==> src/rtl/seg_disp_pkg.sv <==
// Shared types and constants for the 4-digit 7-segment scan controller.
// Segment patterns are ordered a..g and are active-low.
package seg_disp_pkg;

  typedef enum logic [1:0] {ST_IDLE, ST_CONV, ST_COMMIT} state_t;

  localparam int BCD_W      = 4;
  localparam int NUM_DIGITS = 4;
  localparam int BIN_W      = 14;

  localparam logic [BIN_W-1:0] MAX_DISP = 14'd9999;

  localparam logic [0:6] SEG_BLANK = 7'b1111111;
  localparam logic [0:6] SEG_DASH  = 7'b1111110;

  localparam logic [0:6] SEG_TBL [0:9] = '{
    7'b0000001, 7'b1001111, 7'b0010010, 7'b0000110, 7'b1001100,
    7'b0100100, 7'b0100000, 7'b0001111, 7'b0000000, 7'b0000100
  };

  function automatic logic [0:6] seg_of(input logic [BCD_W-1:0] d);
    return (d < 4'd10) ? SEG_TBL[d] : SEG_BLANK;
  endfunction

endpackage

==> src/rtl/bin2bcd_seq.sv <==
// Iterative double-dabble converter: one add-3/shift step per clock, BIN_W steps.
// done flags the cycle whose edge performs the final step, so bcd is valid the cycle after.
module bin2bcd_seq
  import seg_disp_pkg::*;
#(
  parameter int BIN_BITS = BIN_W
) (
  input  logic                                  clk,
  input  logic                                  rst_n,
  input  logic                                  start,
  input  logic [BIN_BITS-1:0]                   bin,
  output logic                                  busy,
  output logic                                  done,
  output logic [NUM_DIGITS-1:0][BCD_W-1:0]      bcd
);

  localparam int CNT_W = $clog2(BIN_BITS);
  localparam logic [CNT_W-1:0] LAST = CNT_W'(BIN_BITS - 1);

  logic [BIN_BITS-1:0]              sh;
  logic [CNT_W-1:0]                 cnt;
  logic [NUM_DIGITS-1:0][BCD_W-1:0] adj;

  always_comb begin
    for (int i = 0; i < NUM_DIGITS; i++)
      adj[i] = (bcd[i] >= 4'd5) ? bcd[i] + 4'd3 : bcd[i];
  end

  always_ff @(posedge clk or negedge rst_n) begin
    if (!rst_n) begin
      sh   <= '0;
      bcd  <= '0;
      cnt  <= '0;
      busy <= 1'b0;
    end else if (start) begin
      sh   <= bin;
      bcd  <= '0;
      cnt  <= '0;
      busy <= 1'b1;
    end else if (busy) begin
      {bcd, sh} <= {adj, sh} << 1;
      cnt       <= cnt + CNT_W'(1);
      if (cnt == LAST) busy <= 1'b0;
    end
  end

  assign done = busy && (cnt == LAST);

endmodule

==> src/rtl/display_scan_ctrl.sv <==
// Binary-to-decimal 4-digit multiplexed display: load/convert/commit FSM plus a
// free-running digit scan with leading-zero blanking and overflow dashes.
module display_scan_ctrl
  import seg_disp_pkg::*;
#(
  parameter int SCAN_DIV = 50000,
  parameter bit BLANK_LZ = 1'b1
) (
  input  logic             clk,
  input  logic             rst_n,
  input  logic [BIN_W-1:0] bin_in,
  input  logic             load,
  output logic             ready,
  output logic             overflow,
  output logic [0:6]       seg,
  output logic [3:0]       an,
  output logic             dp
);

  localparam int PS_W = (SCAN_DIV > 1) ? $clog2(SCAN_DIV) : 1;

  state_t                           state, state_nxt;
  logic                             start, cv_done, cv_busy, ovf_pend;
  logic [NUM_DIGITS-1:0][BCD_W-1:0] bcd, digits;
  logic [PS_W-1:0]                  presc;
  logic [1:0]                       idx;
  logic [NUM_DIGITS-1:0]            hi_zero;
  logic                             blank;
  logic [0:6]                       seg_nxt;
  logic [3:0]                       an_nxt;

  bin2bcd_seq #(.BIN_BITS(BIN_W)) u_conv (
    .clk   (clk),
    .rst_n (rst_n),
    .start (start),
    .bin   (bin_in),
    .busy  (cv_busy),
    .done  (cv_done),
    .bcd   (bcd)
  );

  assign ready = (state == ST_IDLE) && !cv_busy;
  assign dp    = 1'b1;

  always_comb begin
    state_nxt = state;
    start     = 1'b0;
    case (state)
      ST_IDLE:   if (load && ready) begin
                   start     = 1'b1;
                   state_nxt = ST_CONV;
                 end
      ST_CONV:   if (cv_done) state_nxt = ST_COMMIT;
      ST_COMMIT: state_nxt = ST_IDLE;
      default:   state_nxt = ST_IDLE;
    endcase
  end

  // Digits and overflow change together only in COMMIT, never mid-conversion.
  always_ff @(posedge clk or negedge rst_n) begin
    if (!rst_n) begin
      state    <= ST_IDLE;
      ovf_pend <= 1'b0;
      overflow <= 1'b0;
      digits   <= '0;
    end else begin
      state <= state_nxt;
      if (start) ovf_pend <= (bin_in > MAX_DISP);
      if (state == ST_COMMIT) begin
        digits   <= bcd;
        overflow <= ovf_pend;
      end
    end
  end

  always_ff @(posedge clk or negedge rst_n) begin
    if (!rst_n) begin
      presc <= '0;
      idx   <= '0;
    end else if (presc == PS_W'(SCAN_DIV - 1)) begin
      presc <= '0;
      idx   <= idx + 2'd1;
    end else begin
      presc <= presc + PS_W'(1);
    end
  end

  // hi_zero[k]: digit k and every digit above it are zero.
  always_comb begin
    for (int k = 0; k < NUM_DIGITS; k++)
      hi_zero[k] = ((digits >> (BCD_W * k)) == '0);
    blank   = BLANK_LZ && !overflow && (idx != 2'd0) && hi_zero[idx];
    seg_nxt = SEG_BLANK;
    an_nxt  = 4'hF;
    if (overflow) begin
      seg_nxt     = SEG_DASH;
      an_nxt[idx] = 1'b0;
    end else if (!blank) begin
      seg_nxt     = seg_of(digits[idx]);
      an_nxt[idx] = 1'b0;
    end
  end

  always_ff @(posedge clk or negedge rst_n) begin
    if (!rst_n) begin
      seg <= SEG_BLANK;
      an  <= 4'hF;
    end else begin
      seg <= seg_nxt;
      an  <= an_nxt;
    end
  end

endmodule

==> config.mk <==
export PLATFORM = sky130hd
export DESIGN_NAME = display_scan_ctrl
export DESIGN_NICKNAME = d
export VERILOG_FILES = /design/src/rtl/seg_disp_pkg.sv /design/src/rtl/bin2bcd_seq.sv /design/src/rtl/display_scan_ctrl.sv
export SDC_FILE = /design/constraint.sdc
export NUM_CORES = 1
export LEC_CHECK = 0
export CORE_ASPECT_RATIO = 0.75
export CORE_UTILIZATION = 45
export DETAILED_ROUTE_END_ITERATION = 7
export DONT_BUFFER_PORTS = 1
export PLACE_DENSITY_LB_ADDON = 0.15
export SKIP_CTS_REPAIR_TIMING = 1
export SLEW_MARGIN = 20
export SYNTH_ARGS = -nofsm -noshare
export SYNTH_HDL_FRONTEND = slang
export SYNTH_SLANG_ARGS = --single-unit
export TNS_END_PERCENT = 50
==> constraint.sdc <==
create_clock -name clk -period 2.2 [get_ports clk]
set_input_delay 0.44 -clock clk [delete_from_list [all_inputs] [get_ports clk]]
set_output_delay 0.44 -clock clk [all_outputs]
set_load 0.005 [all_outputs]
* After elaboration in Yosys (flattened, before gate mapping)
Memories as Yosys holds them, arrays and structs flattened.
Cells that the tools add are included.
** Word-level totals
- Flip-flop bits (word level) :: 84
- Memories kept :: 1
- ROM bits :: 112
- Bits of input ports :: 17
- Word-level logic and storage cells :: 91
- Output and inout port bits :: 14
** Operators by class
- Reductions and logical operators :: 16
- $lt $le $gt $ge :: 9
- Muxes and demuxes :: 32
- Bitwise operators :: 2
- Equal/unequal tests :: 6
- Add/sub/neg operators :: 7
** Memories
- (no name shown) :: depth 16, width 7, rd ports 1, clocked after Yosys merged registers in 0, write ports 0, RTL line seg_disp_pkg.sv:22 : return (d < 4'd10) ? SEG_TBL[d] : SEG_BLANK;
** Operator list (count)
- $logic_not A16 Y1 :: 4
- $mux W16 :: 3
- $mux W7 :: 5
- $mux W4 :: 8
- $mux W14 :: 2
- $add A16 B1 Y16 const B :: 1
- $eq A16 B16 Y1 const B :: 1
- $ge A4 B3 Y1 const B :: 4
- $gt A14 B14 Y1 const B :: 1
- $add A4 B2 Y4 const B :: 3
- $bmux W4 S2 :: 1
- $mux W1 :: 7
- $logic_and A1 B1 Y1 :: 6
- $ge A5 B5 Y1 const B :: 1
- $not A4 Y5 :: 1
- $add A4 B1 Y4 const B :: 1
- $eq A4 B4 Y1 const B :: 1
- $lt A4 B4 Y1 const B :: 1
- $mux W2 :: 2
- $not A4 Y4 :: 1
- $pmux W2 S2 :: 1
- $reduce_bool A2 Y1 :: 2
- $add A3 B2 Y3 const B :: 1
- $lt A2 B3 Y1 const B :: 1
- 12 further kinds :: 13

* Depth between registers and ports, before layout
Gate-level depths: netlist of run 1.
- Word-level depth :: 9
- Depth in mapped cells :: 8
- Gate-level depth less buffers :: 6

* Modules after synthesis
From an unflattened synthesis of run 1, not the netlist that was laid out.
** Second synthesis, totals
- Cells, all modules :: 385
- Area total of the unflattened synthesis :: 4180.3 um^2
** Modules (own cells, without submodules)
- display_scan_ctrl :: area each 2299.7 um^2, times used 1, cells each 195, sequential area each 1239.9 um^2
- bin2bcd_seq :: area each 1880.6 um^2, times used 1, cells each 190, sequential area each 875.8 um^2

* Worst setup path before layout of run 1
OpenSTA, ideal clock, no wires.
- Kind :: reg2reg
- Start point :: register idx[0]
- End point :: register seg[4] (netlist bit)
- Cell stages (with the launch flop) :: 6
- Clock period less this slack :: 1.844 ns
- Buffers on the path :: 1
- Data arrival time :: 1.778 ns
- Required time :: 2.134 ns
- Slack :: 0.356 ns
- Cells stage by stage :: dfrtp_1 -> clkbuf_2 -> mux4_2 -> ha_1 -> or3_1 -> nand4_1
** Between the ends
- Cells in the longest elaborated chain, start to end :: 9
- Elaborated cells between the ends (all ways) :: 15
- Those cells by class :: order compare (1); mux (9); bitwise (1); reduce/logical (3); memory (1)
** Ends and longest elaborated chain
- start, declared :: RTL line display_scan_ctrl.sv:26 : logic [1:0] idx;
- start signal, assigned :: RTL line display_scan_ctrl.sv:82 : idx <= idx + 2'd1;
- $bmux W4 S2 :: RTL line display_scan_ctrl.sv:99 : seg_nxt = seg_of(digits[idx]);
- $mux W4 (not written as such) :: RTL line display_scan_ctrl.sv:99
- $not A4 Y5 (not written as such) :: RTL line seg_disp_pkg.sv:22
- $mem_v2 Z16 W7
- $mux W7 (not written as such) (2 in a row) :: RTL line seg_disp_pkg.sv:22
- $mux W7 :: RTL line seg_disp_pkg.sv:22
- $mux W7 (*) :: RTL line display_scan_ctrl.sv:98 : end else if (!blank) begin
- $mux W7 (*) :: RTL line display_scan_ctrl.sv:95 : if (overflow) begin
- net seg_nxt (one bit) :: RTL line display_scan_ctrl.sv:29 : logic [0:6] seg_nxt;
- end signal, assigned :: RTL line display_scan_ctrl.sv:109 : seg <= seg_nxt;
- end, declared :: RTL line display_scan_ctrl.sv:15 : output logic [0:6] seg,
The timed path passes the listed nets; every way through them passes the cells marked *. The select of a mux whose other input is x is not followed.
A chain may end at the register's enable or synchronous reset.

* Worst setup path in the final report of run 1
- Start point :: register u_conv.busy
- End point :: register u_conv.bcd[3] (netlist bit)
** Between the ends
- Cells in the longest elaborated chain, start to end :: 6
- Elaborated cells between the ends (all ways) :: 7
- Those cells by class :: mux (3); reduce/logical (4)
** Ends and longest elaborated chain
- start, declared :: RTL line bin2bcd_seq.sv:12 : output logic busy,
- start signal, assigned :: RTL line bin2bcd_seq.sv:34 : busy <= 1'b0;
- start signal, assigned :: RTL line bin2bcd_seq.sv:39 : busy <= 1'b1;
- start signal, assigned :: RTL line bin2bcd_seq.sv:43 : if (cnt == LAST) busy <= 1'b0;
- $logic_not A1 Y1 :: RTL line display_scan_ctrl.sv:42 : assign ready = (state == ST_IDLE) && !cv_busy;
- $logic_and A1 B1 Y1 :: RTL line display_scan_ctrl.sv:42
- $logic_and A1 B1 Y1 :: RTL line display_scan_ctrl.sv:49 : ST_IDLE: if (load && ready) begin
- $mux W1 :: RTL line display_scan_ctrl.sv:49
- $mux W1 :: RTL line display_scan_ctrl.sv:48 : case (state)
- $mux W16 or $reduce_bool A2 Y1 (tied branches)
- end signal, assigned :: RTL line bin2bcd_seq.sv:41 : {bcd, sh} <= {adj, sh} << 1;
- end, declared :: RTL line bin2bcd_seq.sv:14 : output logic [NUM_DIGITS-1:0][BCD_W-1:0] bcd
Parallel ways exist; a longest one is shown, timed or not.

==> parameters.txt, run 1 <==
Parameter                              Value

Die
  Die Area    approximately 9600 um^2
  Core Footprint    roughly 8700 um^2
  Die extent in y    85.0 um
  Die X-Extent    113 um
  Count of standard-cell rows    29
  Starting utilization of the core area    47.7%
  Total I/O pin count    31

STA
  Final-layout setup total negative slack    0 ns
  Setup clock skew after layout    0.00686 ns
  Transition time at the pin with the least slew margin    1.03 ns
  Portion of the clock cycle consumed by the worst path in the final layout    79.8%
  Setup repair after global routing missed its margin    false
  Worst relative slew slack    31.2%
  Fmax    570 MHz
  Final Hold Slack    -0.198 ns
  Minimum clock period    1.75 ns
  Max-slew violation count    0
  Setup violations, final    0
  Hold Vio Cnt, Final    84

Yosys
  Post-synth cell types    47
  Post-synthesis instance total    391
  Nets in the synthesized netlist    428
  Mapped cell area    4130 um^2
  Average size of a mapped cell    10.6 um^2
  Number of register bits inferred by synthesis    84
  Sequential share of the synthesized area    51.2%
  Yosys top cell area share    44.2%
  Count of yosys warnings during synthesis    0
  Cells taking the most area after synthesis    sky130_fd_sc_hd__dfrtp_1 (44%), sky130_fd_sc_hd__dfstp_2 (7.0%), sky130_fd_sc_hd__nand2_1 (6.1%)
  Yosys top cell by area    sky130_fd_sc_hd__dfrtp_1
  Number of flops mapped to enable cells by yosys    0
  Most instantiated flip-flop cell in the synthesis netlist    sky130_fd_sc_hd__dfrtp_1
  Proportion of synthesized flip-flops having asynchronous set or reset    100%

CTS
  Register clock-pin slew on the reported worst setup and hold paths    0.06 ns
  Clock Tree Root    sky130_fd_sc_hd__clkbuf_16
  Worst-Skew Late Latency    0.34 ns
  Count of clock tree sinks    84
  Number of buffers created by CTS    9
  H-Tree Depth    3
  CTS tree    built
  Buffer levels on the longest clock path    2

Cells and area
  Post-layout net count    429
  Most common cell after layout, fill and taps aside    sky130_fd_sc_hd__dfrtp_1
  Diode insertion count for antenna repair    0
  Commonest cells after routing, fill and taps aside    sky130_fd_sc_hd__dfrtp_1 (73), sky130_fd_sc_hd__nand2_1 (67), sky130_fd_sc_hd__o21ai_0 (24), sky130_fd_sc_hd__ha_1 (20), sky130_fd_sc_hd__inv_1 (19)
  Area of all placed cells without fillers    4550 um^2
  Area Growth Syn to Fin    9.99%
  Fillers    790
  Layout cells sized above 1    14.9%

Worst setup path
  Setup crit end    u_conv.bcd[3]$_DFFE_PN0P_
  Cell Chain, Critical Path    nor4b_4, nor2_1, o21ai_0, nand2_1
  Beginning of the worst register-to-register path    u_conv.busy$_DFF_PN0_
  Worst Path Max Fanout    16
  Count of cells along the worst register-to-register path    4
  Setup crit start kind    flop
  Worst reg2reg setup slack    0.45 ns
  Req. time, crit path    2.47 ns
  Category of the most critical setup path    reg -> reg
  Crit. Startpoint    u_conv.busy$_DFF_PN0_
  CP Data Arrival Time    2.03 ns
  Slowest cell on the critical path    sky130_fd_sc_hd__nor2_1
  Endpoint kind of the worst setup timing path    flop
  Maximum single-stage delay on the critical path    0.78 ns
  Reg2reg end    u_conv.bcd[3]$_DFFE_PN0P_

Routing
  Number of routed nets with antenna violations    0
  Total wirelength of the detailed-routed design    between 7 and 8 mm
  Count of unresolved DRC violations after routing    0
  Routed wire length per instance    14.9 um
  Pre-antenna DRT Iters    4
  Vias    2678
  Number of design-rule violations left by the first detailed-router iteration    159
  Post-DR vias/cell    between 5 and 6

Run status
  Failing checks    hold timing
  Run status    finished, violations left

Global routing
  Vias in the first global route    roughly 2700
  Antenna violations before repair    0
  Largest net degree at the start of global routing    85
  Global-route wire length before repair    13.1 mm
  Total GRT Usage    17.7%
  Total overflow reported by the global router    0

Place
  Routability congestion estimate from global placement    a little under 0.8
  Input/output buffers    0
  Cell Area, Placed    4250 um^2
  Post-detailed-placement half-perimeter wirelength    5.03 mm

Power
  Logic gate share of total power    between 20% and 30%
  Leakage power figure    0.00213 uW
  Peak ir drop on the vdd network    0.716 mV
  Power density of the placed cells    1210 nW/um^2
  Sequential cell fraction of total power    43.6%
  Net switching power    1810 uW
  Sw frac    around 33%
  Portion of total power attributed to the clock network    26.6%
  Internal Pwr Total    3690 uW

Job
  Max cap viols    0

Worst hold path
  Hold WC Path Type    in -> async
## per-layer routing
layer	track usage, %	routed length (um)	part of all wire, %	up-vias
li1	-	-	-	1344
met1	25.2	4030	54	1277
met2	25.1	3050	41	48
met3	5.64	326	4.3	9
met4	6.91	115	1.5	0
met5	0	0	0	-
## synthesized netlist by cell type (4+ instances only)
master                     count
sky130_fd_sc_hd__inv_1        19
sky130_fd_sc_hd__nand2_1      67
sky130_fd_sc_hd__dfrtp_1      73
sky130_fd_sc_hd__nand2b_1      8
sky130_fd_sc_hd__nand3_1      14
sky130_fd_sc_hd__nor4_1        6
sky130_fd_sc_hd__xor2_1        9
sky130_fd_sc_hd__mux4_2        4
sky130_fd_sc_hd__clkbuf_1     11
sky130_fd_sc_hd__nor2_1       17
sky130_fd_sc_hd__nand4_1       4
sky130_fd_sc_hd__ha_1         20
sky130_fd_sc_hd__nor3_1        4
sky130_fd_sc_hd__mux2_2       14
sky130_fd_sc_hd__mux2i_1      12
sky130_fd_sc_hd__o21ai_0      24
sky130_fd_sc_hd__a22oi_1      12
sky130_fd_sc_hd__xnor2_1      10
sky130_fd_sc_hd__dfstp_2      11
sky130_fd_sc_hd__a21oi_1      12
sky130_fd_sc_hd__nor3b_1       4
## cells by family after synthesis
group,Yosys count,synth area share [%]
simple gates,143,17.5
other cells,1,0.0907
xor+xnor,19,4.03
flops,84,51.2
fa+ha+maj,20,6.06
mux,30,8.90
buf+inv,35,3.42
compound gates,59,8.78
## worst max-delay path, delay by kind of cell (launching register included)
kind            cells  cell delay [ns]
flops               1             0.51
compound gates      1             0.21
simple gates        3             0.96
## state kept, by name, summed over array words and instances (netlist names), 2 cells and up
name / cells
state: 2
an: 4
presc: 16
u_conv.bcd: 16
digits: 16
seg: 7
u_conv.cnt: 4
idx: 2
u_conv.sh: 14
## power by group through the flow
stage	registers [uW]	logic, uW	clock network (uW)
final	2400	1640	1460
after global routing	2460	1910	1570
after CTS	2400	1650	1510
after detailed placement	2420	1640	0
after global placement	2410	1610	0
after floorplan	2280	1400	0
## layout make-up
class / instances / area (um^2) / area share (%)
flip-flops and latches: 84 / 2120 / 46.5
well taps: 108 / 135 / 2.97
inverters: 19 / 71.3 / 1.57
clock buffers: 15 / 289 / 6.36
clock inverters: 1 / 5.00 / 0.110
repair buffers: 6 / 45.0 / 0.991
multi-input cells: 272 / 1880 / 41.5
## stage by stage
stage               utilization, %  worst slack (ns)  total power (uW)  std cells  hold WS (ns)
detailed placement            49.0             0.446              4060        489         0.147
CTS                           52.4             0.436              5550        505        -0.221
global placement              49.0             0.450              4020        489         0.147
finish                        52.4             0.445              5500        505        -0.198
global route                  52.4             0.269              5940        505        -0.228
floorplan                        -             0.356              3690        391         0.144
## worst min path at each step
stage / start / endpoint / depth (start not counted)
after CTS: rst_n / digits[1]$_DFFE_PN0N_ / 0
after detailed placement: rst_n / digits[6]$_DFFE_PN0N_ / 0
after global placement: rst_n / digits[5]$_DFFE_PN0N_ / 0
after floorplan: rst_n / digits[0]$_DFFE_PN0N_ / 0
after global routing: rst_n / digits[3]$_DFFE_PN0N_ / 0
final: rst_n / digits[6]$_DFFE_PN0N_ / 0
No activity file was read; power rests on OpenSTA's default activity.
==> inputs of run 2 (changes only) <==
==> constraint.sdc (replaced) <==
create_clock -name clk -period 1.7 [get_ports clk]
set_input_delay 0.34 -clock clk [delete_from_list [all_inputs] [get_ports clk]]
set_output_delay 0.34 -clock clk [all_outputs]
set_load 0.005 [all_outputs]
==> run 2 against run 1 <==
The flow still finishes with violations (hold timing). Critical path type unchanged. Final area rose by 3.4%. Die area did not move. Setup slack got worse by 0.42 ns. Sequential cell count did not move.
==> parameters.txt, run 2 (same netlist as run 1, synthesis figures left out) <==
Parameter                              Value

Worst setup path
  Endpoint kind of the worst setup timing path    flop
  Category of the most critical setup path    reg -> reg
  CP Data Arrival Time    1.96 ns
  Reg2reg end    seg[4]$_DFF_PN1_
  Slowest cell on the critical path    sky130_fd_sc_hd__mux4_2
  Top delay family on crit path    multiplexers
  Worst Path Max Fanout    4
  Beginning of the worst register-to-register path    idx[0]$_DFFE_PN0N_
  Crit. Startpoint    idx[0]$_DFFE_PN0N_
  Req. time, crit path    1.98 ns
  Maximum single-stage delay on the critical path    0.60 ns
  Setup crit start kind    flop
  Worst reg2reg setup slack    between 0.02 and 0.025 ns
  Count of cells along the worst register-to-register path    4
  Cell Chain, Critical Path    mux4_2, ha_4, or3_1, nand4_1
  Buffers and inverters on the worst path    0

Power
  Power density of the placed cells    1560 nW/um^2
  Peak ir drop on the vdd network    0.966 mV
  Leakage power figure    around 0.0022 uW

Routing
  Vias    2734
  Routed wire length per instance    14.8 um
  Pre-antenna DRT Iters    4
  Total wirelength of the detailed-routed design    about 7.7 mm
  Count of unresolved DRC violations after routing    0
  Number of routed nets with antenna violations    0
  Post-DR vias/cell    5.28
  Number of design-rule violations left by the first detailed-router iteration    between 150 and 200

Cells and area
  Top Registers    digits x16, presc x16, u_conv.bcd x16
  Commonest cells after routing, fill and taps aside    sky130_fd_sc_hd__dfrtp_1 (72), sky130_fd_sc_hd__nand2_1 (67), sky130_fd_sc_hd__o21ai_0 (23), sky130_fd_sc_hd__inv_1 (17), sky130_fd_sc_hd__ha_1 (17)
  Post-layout net count    about 440
  Final Util    54.2%
  Fillers    802
  Layout cells sized above 1    21.2%
  Most common cell after layout, fill and taps aside    sky130_fd_sc_hd__dfrtp_1
  Diode insertion count for antenna repair    0
  Area Growth Syn to Fin    13.7%

Die
  Die X-Extent    113 um
  Die extent in y    85.0 um
  Core Footprint    between 8000 and 9000 um^2
  Count of standard-cell rows    29
  Die Area    9580 um^2
  Starting utilization of the core area    47.7%
  Total I/O pin count    31

STA
  Hold Vio Cnt, Final    84
  Max-slew violation count    0
  Final-layout setup total negative slack    0 ns
  Portion of the clock cycle consumed by the worst path in the final layout    98.7%
  Setup repair after global routing missed its margin    true
  Setup violations, final    0
  Transition time at the pin with the least slew margin    0.621 ns
  Worst relative slew slack    58.5%
  Setup clock skew after layout    0.00584 ns
  Final Hold Slack    -0.309 ns
  Fmax    596 MHz
  Minimum clock period    around 1.7 ns

Run status
  Run status    finished, violations left
  Failing checks    hold timing

Place
  Post-detailed-placement half-perimeter wirelength    between 5 and 6 mm
  Routability congestion estimate from global placement    slightly below 0.9
  Input/output buffers    0

CTS
  Clock Tree Root    sky130_fd_sc_hd__clkbuf_16
  Buffer levels on the longest clock path    2
  H-Tree Depth    3
  Register clock-pin slew on the reported worst setup and hold paths    0.06 ns
  Count of clock tree sinks    between 80 and 90
  CTS tree    built
  Worst-Skew Late Latency    0.34 ns
  Number of buffers created by CTS    9

Global routing
  Grt met1 use    26.4%
  Total overflow reported by the global router    0
  Met2 GRT Util    25.8%
  Vias in the first global route    2742
  Grt peak-use layer    met1
  Global-route wire length before repair    13.4 mm
  Total GRT Usage    18.3%
  Antenna violations before repair    0
  Largest net degree at the start of global routing    85
  Met3 usage in global routing    6.07%

Job
  Max cap viols    0

Worst hold path
  Hold WC Path Type    in -> async
-- run 2: cell types whose count changed in the layout (fill, tap and decap cells not counted), moves of 2 or more --
cell,before,now
sky130_fd_sc_hd__a21oi_1,12,9
sky130_fd_sc_hd__a21oi_2,1,4
sky130_fd_sc_hd__buf_4,6,16
sky130_fd_sc_hd__buf_6,0,2
sky130_fd_sc_hd__clkbuf_1,3,0
sky130_fd_sc_hd__clkinv_2,1,3
sky130_fd_sc_hd__ha_1,20,17
sky130_fd_sc_hd__ha_2,0,2
sky130_fd_sc_hd__inv_1,19,17
sky130_fd_sc_hd__inv_2,0,2
-- run 2: where the power goes --
| group | switching, uW | internal [uW] |
|---|---|---|
| sequential | 482 | 2600 |
| clock | 784 | 1100 |
| combinational | 1190 | 1160 |
-- run 2: layer usage --
metal / wire length (um) / up-vias
li1: - / 1367
met2: 3130 / 42
met3: 333 / 9
met5: 0 / -
met1: 4110 / 1316
met4: 101 / 0
-- run 2: how the worst max path moves through the flow --
stage                            end  slack (ns)  depth (start not counted)
floorplan           seg[4]$_DFF_PN1_       -0.04                          5
global placement    seg[4]$_DFF_PN1_        0.02                          5
detailed placement  seg[4]$_DFF_PN1_       -0.02                          5
CTS                 seg[4]$_DFF_PN1_       -0.03                          5
global route        seg[4]$_DFF_PN1_       -0.08                          5
finish              seg[4]$_DFF_PN1_        0.02                          4
-- run 2: worst register-to-register path: stages (launching register included) --
cell and delay [ns]:
sky130_fd_sc_hd__dfrtp_2 0.40, sky130_fd_sc_hd__mux4_2 0.60, sky130_fd_sc_hd__ha_4 0.20, sky130_fd_sc_hd__or3_1 0.34
sky130_fd_sc_hd__nand4_1 0.09
-- run 2: area by class of cell --
| cell class | count | area, um^2 | share of cell area [%] |
|---|---|---|---|
| Inverter | 19 | 71.3 | 1.52 |
| Clock inverter | 4 | 21.3 | 0.452 |
| Multi-Input combinational cell | 272 | 1930 | 41.0 |
| Sequential cell | 84 | 2120 | 45.0 |
| Tap cell | 108 | 135 | 2.87 |
| Timing Repair Buffer | 19 | 163 | 3.46 |
| Clock buffer | 12 | 267 | 5.67 |
-- run 2: through the flow --
step	total power (uW)	area, um^2	cells	worst slack (ns)
after floorplan	4780	4150	391	-0.0424
after global placement	5320	4360	500	0.0219
after detailed placement	5400	4360	500	-0.0232
after CTS	7320	4650	516	-0.0304
after global routing	7890	4700	518	-0.0760
final	7330	4700	518	0.0216
